--- src/rtl/z88_kbd_pkg.sv ---
// rtl/z88_kbd_pkg.sv - shared receiver states, byte constants and PS/2 set-2 to Z88 matrix table
package z88_kbd_pkg;

  typedef enum logic [1:0] {
    RX_IDLE,
    RX_DATA,
    RX_PARITY,
    RX_STOP
  } rx_state_e;

  // mck cycles without a PS/2 clock edge before a frame is abandoned
  localparam int unsigned RX_TIMEOUT = 10000;

  localparam logic [7:0] BYTE_EXT    = 8'hE0;
  localparam logic [7:0] BYTE_BRK    = 8'hF0;
  localparam logic [7:0] BYTE_PAUSE  = 8'hE1;
  localparam logic [7:0] BYTE_OVR0   = 8'h00;
  localparam logic [7:0] BYTE_OVR1   = 8'hFF;
  localparam logic [7:0] BYTE_BAT_OK = 8'hAA;
  localparam logic [7:0] BYTE_ACK    = 8'hFA;
  localparam logic [7:0] BYTE_ECHO   = 8'hEE;
  localparam logic [7:0] BYTE_BAT_NG = 8'hFC;
  localparam logic [7:0] BYTE_RESEND = 8'hFE;

  // Pause sends E1 followed by seven bytes that carry no key information
  localparam logic [2:0] PAUSE_SKIP = 3'd7;

  typedef struct packed {
    logic       valid;
    logic [5:0] idx;
  } scan_ent_t;

  // {ext, code} -> matrix bit 8*row+col; row 0 is A8, col is the data bit
  function automatic scan_ent_t scan_lookup(input logic [8:0] key);
    scan_ent_t e;
    e = '{valid: 1'b0, idx: 6'd0};
    case (key)
      // row A8: 8 7 N H Y 6 ENTER DEL
      9'h03E: e = '{1'b1, 6'd0};
      9'h075: e = '{1'b1, 6'd0};   // keypad 8 doubles as '8'
      9'h03D: e = '{1'b1, 6'd1};
      9'h031: e = '{1'b1, 6'd2};
      9'h033: e = '{1'b1, 6'd3};
      9'h035: e = '{1'b1, 6'd4};
      9'h036: e = '{1'b1, 6'd5};
      9'h05A: e = '{1'b1, 6'd6};
      9'h15A: e = '{1'b1, 6'd6};   // keypad enter
      9'h066: e = '{1'b1, 6'd7};
      // row A9: I U B G T 5 UP backslash
      9'h043: e = '{1'b1, 6'd8};
      9'h03C: e = '{1'b1, 6'd9};
      9'h032: e = '{1'b1, 6'd10};
      9'h034: e = '{1'b1, 6'd11};
      9'h02C: e = '{1'b1, 6'd12};
      9'h02E: e = '{1'b1, 6'd13};
      9'h175: e = '{1'b1, 6'd14};
      9'h05D: e = '{1'b1, 6'd15};
      // row A10: O J V F R 4 DOWN =
      9'h044: e = '{1'b1, 6'd16};
      9'h03B: e = '{1'b1, 6'd17};
      9'h02A: e = '{1'b1, 6'd18};
      9'h02B: e = '{1'b1, 6'd19};
      9'h02D: e = '{1'b1, 6'd20};
      9'h025: e = '{1'b1, 6'd21};
      9'h172: e = '{1'b1, 6'd22};
      9'h055: e = '{1'b1, 6'd23};
      // row A11: 9 K C D E 3 RIGHT -
      9'h046: e = '{1'b1, 6'd24};
      9'h042: e = '{1'b1, 6'd25};
      9'h021: e = '{1'b1, 6'd26};
      9'h023: e = '{1'b1, 6'd27};
      9'h024: e = '{1'b1, 6'd28};
      9'h026: e = '{1'b1, 6'd29};
      9'h174: e = '{1'b1, 6'd30};
      9'h04E: e = '{1'b1, 6'd31};
      // row A12: P M X S W 2 LEFT ]
      9'h04D: e = '{1'b1, 6'd32};
      9'h03A: e = '{1'b1, 6'd33};
      9'h022: e = '{1'b1, 6'd34};
      9'h01B: e = '{1'b1, 6'd35};
      9'h01D: e = '{1'b1, 6'd36};
      9'h01E: e = '{1'b1, 6'd37};
      9'h16B: e = '{1'b1, 6'd38};
      9'h05B: e = '{1'b1, 6'd39};
      // row A13: 0 L Z A Q 1 SPACE [
      9'h045: e = '{1'b1, 6'd40};
      9'h04B: e = '{1'b1, 6'd41};
      9'h01A: e = '{1'b1, 6'd42};
      9'h01C: e = '{1'b1, 6'd43};
      9'h015: e = '{1'b1, 6'd44};
      9'h016: e = '{1'b1, 6'd45};
      9'h029: e = '{1'b1, 6'd46};
      9'h054: e = '{1'b1, 6'd47};
      // row A14: ' ; , MENU(F2) DIAMOND(LCTRL) TAB LSHIFT HELP(F1)
      9'h052: e = '{1'b1, 6'd48};
      9'h04C: e = '{1'b1, 6'd49};
      9'h041: e = '{1'b1, 6'd50};
      9'h006: e = '{1'b1, 6'd51};
      9'h014: e = '{1'b1, 6'd52};
      9'h00D: e = '{1'b1, 6'd53};
      9'h012: e = '{1'b1, 6'd54};
      9'h005: e = '{1'b1, 6'd55};
      // row A15: pound(`) / . CAPS INDEX(F3) ESC SQUARE(LALT) RSHIFT
      9'h00E: e = '{1'b1, 6'd56};
      9'h04A: e = '{1'b1, 6'd57};
      9'h049: e = '{1'b1, 6'd58};
      9'h058: e = '{1'b1, 6'd59};
      9'h004: e = '{1'b1, 6'd60};
      9'h076: e = '{1'b1, 6'd61};
      9'h011: e = '{1'b1, 6'd62};
      9'h059: e = '{1'b1, 6'd63};
      default: e = '{valid: 1'b0, idx: 6'd0};
    endcase
    return e;
  endfunction

endpackage

--- src/rtl/ps2_rx.sv ---
// rtl/ps2_rx.sv - PS/2 device-to-host frame receiver with parity, stop and timeout checks
module ps2_rx
  import z88_kbd_pkg::*;
(
  input  logic       clk_i,
  input  logic       rst_i,
  input  logic       ps2_clk_i,
  input  logic       ps2_dat_i,
  output logic [7:0] byte_o,
  output logic       byte_valid_o,
  output logic       rx_err_o
);

  localparam logic [13:0] TIMEOUT_LAST = 14'(RX_TIMEOUT - 1);

  // [0],[1] synchroniser, [2] previous synchronised value for edge detection
  logic [2:0] clk_sync_q;
  logic [1:0] dat_sync_q;
  logic       fall;
  logic       dat_s;

  rx_state_e   state_q;
  logic [7:0]  shift_q;
  logic [2:0]  bit_cnt_q;
  logic        parity_q;
  logic [13:0] timer_q;
  logic [7:0]  byte_q;
  logic        byte_valid_q;
  logic        rx_err_q;

  // Bring the keyboard lines into the mck domain; idle level is high
  always_ff @(posedge clk_i or posedge rst_i) begin
    if (rst_i) begin
      clk_sync_q <= 3'b111;
      dat_sync_q <= 2'b11;
    end else begin
      clk_sync_q <= {clk_sync_q[1:0], ps2_clk_i};
      dat_sync_q <= {dat_sync_q[0], ps2_dat_i};
    end
  end

  assign fall  = clk_sync_q[2] & ~clk_sync_q[1];
  assign dat_s = dat_sync_q[1];

  // Frame FSM: shift bits on each falling edge, validate at the stop bit, abandon on timeout
  always_ff @(posedge clk_i or posedge rst_i) begin
    if (rst_i) begin
      state_q      <= RX_IDLE;
      shift_q      <= 8'h00;
      bit_cnt_q    <= 3'd0;
      parity_q     <= 1'b0;
      timer_q      <= 14'd0;
      byte_q       <= 8'h00;
      byte_valid_q <= 1'b0;
      rx_err_q     <= 1'b0;
    end else begin
      byte_valid_q <= 1'b0;
      rx_err_q     <= 1'b0;

      // an edge in the timeout cycle restarts the count instead of aborting
      if (state_q == RX_IDLE || fall) begin
        timer_q <= 14'd0;
      end else if (timer_q == TIMEOUT_LAST) begin
        timer_q  <= 14'd0;
        state_q  <= RX_IDLE;
        rx_err_q <= 1'b1;
      end else begin
        timer_q <= timer_q + 14'd1;
      end

      if (fall) begin
        case (state_q)
          RX_IDLE: begin
            if (!dat_s) begin
              state_q   <= RX_DATA;
              bit_cnt_q <= 3'd0;
              shift_q   <= 8'h00;
            end
          end
          RX_DATA: begin
            shift_q   <= {dat_s, shift_q[7:1]};
            bit_cnt_q <= bit_cnt_q + 3'd1;
            if (bit_cnt_q == 3'd7) state_q <= RX_PARITY;
          end
          RX_PARITY: begin
            parity_q <= dat_s;
            state_q  <= RX_STOP;
          end
          RX_STOP: begin
            state_q <= RX_IDLE;
            if ((^{shift_q, parity_q}) && dat_s) begin
              byte_q       <= shift_q;
              byte_valid_q <= 1'b1;
            end else begin
              rx_err_q <= 1'b1;
            end
          end
          default: state_q <= RX_IDLE;
        endcase
      end
    end
  end

  assign byte_o       = byte_q;
  assign byte_valid_o = byte_valid_q;
  assign rx_err_o     = rx_err_q;

endmodule

--- src/rtl/ps2_kbmat.sv ---
// rtl/ps2_kbmat.sv - PS/2 scancode decoder driving a Z88 8x8 key matrix; PS2_KBMAT_ERR_CLR_EN clears the matrix on receive errors
module ps2_kbmat
  import z88_kbd_pkg::*;
(
  input  logic        mck,
  input  logic        rin,
  input  logic        ps2_clk,
  input  logic        ps2_dat,
  output logic [63:0] kbmat,
  output logic        key_evt,
  output logic        rx_err
);

  logic [7:0]  rx_byte;
  logic        rx_valid;
  logic        rx_err_w;

  logic [63:0] kbmat_q, kbmat_d;
  logic        key_evt_q, key_evt_d;
  logic        ext_q, ext_d;
  logic        brk_q, brk_d;
  logic [2:0]  skip_q, skip_d;
  scan_ent_t   ent;

  ps2_rx u_rx (
    .clk_i        (mck),
    .rst_i        (rin),
    .ps2_clk_i    (ps2_clk),
    .ps2_dat_i    (ps2_dat),
    .byte_o       (rx_byte),
    .byte_valid_o (rx_valid),
    .rx_err_o     (rx_err_w)
  );

  // Decode one received byte into flag and matrix updates
  always_comb begin
    kbmat_d = kbmat_q;
    ext_d   = ext_q;
    brk_d   = brk_q;
    skip_d  = skip_q;
    ent     = scan_lookup({ext_q, rx_byte});
    if (rx_valid) begin
      if (skip_q != 3'd0) begin
        skip_d = skip_q - 3'd1;
      end else begin
        case (rx_byte)
          BYTE_EXT:   ext_d  = 1'b1;
          BYTE_BRK:   brk_d  = 1'b1;
          BYTE_PAUSE: skip_d = PAUSE_SKIP;
          BYTE_BAT_OK, BYTE_ACK, BYTE_ECHO, BYTE_BAT_NG, BYTE_RESEND: begin
          end
          BYTE_OVR0, BYTE_OVR1: begin
            kbmat_d = 64'h0;
            ext_d   = 1'b0;
            brk_d   = 1'b0;
          end
          default: begin
            if (ent.valid) kbmat_d[ent.idx] = ~brk_q;
            ext_d = 1'b0;
            brk_d = 1'b0;
          end
        endcase
      end
    end
`ifdef PS2_KBMAT_ERR_CLR_EN
    else if (rx_err_w) begin
      kbmat_d = 64'h0;
    end
`endif
    key_evt_d = (kbmat_d != kbmat_q);
  end

  // Register the matrix, decoder flags and change pulse
  always_ff @(posedge mck or posedge rin) begin
    if (rin) begin
      kbmat_q   <= 64'h0;
      key_evt_q <= 1'b0;
      ext_q     <= 1'b0;
      brk_q     <= 1'b0;
      skip_q    <= 3'd0;
    end else begin
      kbmat_q   <= kbmat_d;
      key_evt_q <= key_evt_d;
      ext_q     <= ext_d;
      brk_q     <= brk_d;
      skip_q    <= skip_d;
    end
  end

  assign kbmat   = kbmat_q;
  assign key_evt = key_evt_q;
  assign rx_err  = rx_err_w;

endmodule

--- config.mk ---
export PLATFORM = sky130hd
export DESIGN_NAME = ps2_kbmat
export DESIGN_NICKNAME = d
export VERILOG_FILES = /design/src/rtl/z88_kbd_pkg.sv /design/src/rtl/ps2_rx.sv /design/src/rtl/ps2_kbmat.sv
export SDC_FILE = /design/constraint.sdc
export NUM_CORES = 1
export LEC_CHECK = 0
export ABC_AREA = 1
export CORE_MARGIN = 5
export CORE_UTILIZATION = 54
export CTS_BUF_LIST = sky130_fd_sc_hd__clkbuf_16
export DETAILED_ROUTE_END_ITERATION = 12
export PLACE_DENSITY = 0.78
export SKIP_LAST_GASP = 1
export SLEW_MARGIN = 25
export SYNTH_ARGS = -nofsm -noshare
export SYNTH_HDL_FRONTEND = slang
export SYNTH_SLANG_ARGS = --single-unit
--- constraint.sdc ---
create_clock -name mck -period 3.7 [get_ports mck]
set_input_delay 0.555 -clock mck [delete_from_list [all_inputs] [get_ports mck]]
set_output_delay 0.555 -clock mck [all_outputs]
set_load 0.005 [all_outputs]
==> qor.yml <==
clk_path_buf_depth: 2
chipWidth_um: 135
h-tree-depth: 4
root_buffer: "clkbuf_16"
synth_enable_flop_cells: 0
fin_nets: 1352
fmax_ghz: 0.316
cts_tree: "yes"
synthTopCellsByArea: "dfrtp_1, nand2_1, o21ai_0"
rows: 45
setup-tns-final_ps: 0
gr-usage-all-layers_pct: 28.2
synth_top_area_cell: "dfrtp_1"
r2r_slack_ps: 540
diodes: 0
async_flop_share_pct: 100
report.final.slew_viol_count: 0
io_pins: 70
mostFrequentLayoutCells: "nand2_1, o21ai_0, inv_1"
r2r-end: "key_evt"
cap_violations: 0
cts-resized-gates: 0
crit_path_max_fanout: 25
routedWlPerCell_um: 16.0
clock_skew_ps: 9.37
required_ps: 4010
crit_buf_inv: 3
fin_crit_sh_pct: 85.4
period_needed_ps: 3160
area.growth.synth_to_final_pct: 17.5
drc_errors: 0
drt_first_pass_iters: 9
r2r-start: "u_rx.byte_o[2]"
synthesis.area_um2: 8400
worstHoldPathType: "flip-flop to flip-flop"
die_h_um: 135
critPathTopFamily: "simple AND/OR/NAND/NOR gates"
initial_core_util_pct: 55.1
grt_max_degree: 179
grt_pass1_wl_um: 41200
finalHoldViolCount: 0
setup_viol: 0
post-cts-setup-buffers: 0
yosys.area_share.simple_pct: 37.0
grt-ovfl-total: 0
synthAdderAreaFrac_pct: 0.745
holdBufCountCts: 0
syn_inst: 1306
startpoint: "u_rx.byte_o[2]"
clkLatencyLatePin_ps: 430
ant_nets: 0
power_density_nw_per_um2: 310
drtIter0Drc: 1187
arrival_ps: 3470
routabilityCongestion: 0.953
synth_top_area_share_pct: 32.2
crit_top_cell: "nand2_1"
routed_wl_um: 25100
crit_cells: 18
cts.sink_count: 113
ys_seq_area_share_pct: 33.7
tightest_slew_ps: 821
r2r_cells: 18
final_common_cell: "nand2_1"
cts_buffers: 17
power.total_mw: 3.06
die-area_um2: 18200
endpoint_kind: "flip-flop"
cp_cell_sequence: "inv_2 > nand2_1 > nor2_4 > nand2_1 > nand2_2 > nor2_4 > nand2_4 > inv_2 > buf_4 > o21ai_0 > nand4_1 > nand2_1 > nor2_1 > nand2_1 > nor2_1 > nand2_1 > nor2_1 > nand2_1"
slew_headroom_pct: 45.3
crit_type: "flip-flop to flip-flop"
clkTransAtPathRegs_ps: 60
muxShareOfSynthArea_pct: 0
synth_top_family_by_area: "simple AND/OR/NAND/NOR gates"
rsz0062_at_grt: "false"
synth-compound-area-share_pct: 17.1
yosys_warnings: 0
slowest_stage: "dfrtp_1"
viasPerCell: 5.78
status: "finished, final reports clean"
via_count: 9053
grt_pass1_vias: 8229
antenna_found_initial: 0
ys_seq_elements: 113
ys.flop_type: "dfrtp_1"
endpoint: "key_evt"
leakagePower_nw: 4.64
synth_xor_area_share_pct: 1.25
portBuffers: 69
ir_worst_vdd_mv: 0.305
ys_types: 40
start_kind: "flip-flop"
fillers: 1351
drive_above_1_share_pct: 5.60
cpPeakStageDelay_ps: 430
coreArea_um2: 15300
avgSynthCellArea_um2: 6.43
dp.final_hpwl_um: 17100
syn_nets: 1315
[state kept, by name, summed over array words and instances, names as in the netlist]
register,cells
brk_q,1
ext_q,1
kbmat,64
key_evt,1
skip_q,3
u_rx.bit_cnt_q,3
u_rx.byte_o,8
u_rx.byte_valid_o,1
u_rx.clk_sync_q,3
u_rx.dat_sync_q,2
u_rx.parity_q,1
u_rx.rx_err_o,1
u_rx.shift_q,8
u_rx.state_q,2
u_rx.timer_q,14
[cells by family after synthesis]
| kind of cell | after synthesis |
|---|---|
| XOR/XNOR | 12 |
| AO/OA/AOI/OAI | 251 |
| flip-flops | 113 |
| buffers and inverters | 212 |
| AND/OR/NAND/NOR | 713 |
| adder cells (fa/ha/maj) | 5 |
[power by group]
part | leakage (nW) | total, mW | internal [mW] | switching (mW)
Combinational | 2.78 | 0.0577 | 0.0159 | 0.0418
Sequential | 1.56 | 1.25 | 1.25 | 0.00469
Clock | 0.296 | 1.75 | 1.12 | 0.628
Total | 4.64 | 3.06 | 2.38 | 0.675
[cell usage after synthesis, drive strengths merged, types with 8 or more instances]
cell type and n:
buf 35, nand4 69, o2111ai 39, inv 143, dfrtp 108, nor3 8, o22ai 8, nand3 125
nor2 122, clkbuf 32, a21oi 31, nand2 382, o21ai 164
[layer usage]
| metal | track usage [%] | part of all wire, % |
|---|---|---|
| met1 | 39.5 | 44 |
| met2 | 42.7 | 43 |
| met3 | 6.00 | 9.2 |
| met4 | 11.6 | 3.2 |
| met5 | 0 | 0 |
[through the flow]
step                      utilization (%)  setup slack, ps  hold WS, ps  cell area (µm²)  cells
after floorplan                         -              166          345             8400   1306
after global placement               60.6              618          346             9250   1535
after detailed placement             60.6              515          349             9250   1535
after CTS                            64.7              466          357             9870   1567
after global routing                 64.7              178          358             9870   1567
final                                64.7              540          356             9870   1567
[final cells by class]
| cell class | count | area (µm²) | area share, % |
|---|---|---|---|
| clock buffers | 17 | 425 | 4.31 |
| well taps | 211 | 264 | 2.67 |
| clock inverters | 15 | 193 | 1.95 |
| flip-flops and latches | 113 | 2830 | 28.7 |
| repair buffers | 85 | 886 | 8.97 |
| inverters | 145 | 547 | 5.54 |
| multi-input cells | 981 | 4720 | 47.9 |
[worst min-delay path by stage]
stage,end,startpoint,cells after the start,slack [ps]
6_report,u_rx.dat_sync_q[1],u_rx.dat_sync_q[0],0,360
5_1_grt,u_rx.dat_sync_q[1],u_rx.dat_sync_q[0],0,360
4_1_cts,u_rx.dat_sync_q[1],u_rx.dat_sync_q[0],0,360
3_5_place_dp,u_rx.dat_sync_q[1],u_rx.dat_sync_q[0],0,350
3_3_place_gp,u_rx.dat_sync_q[1],u_rx.dat_sync_q[0],0,350
2_1_floorplan,u_rx.clk_sync_q[1],u_rx.clk_sync_q[0],0,350
No activity file was read; power rests on OpenSTA's default activity.
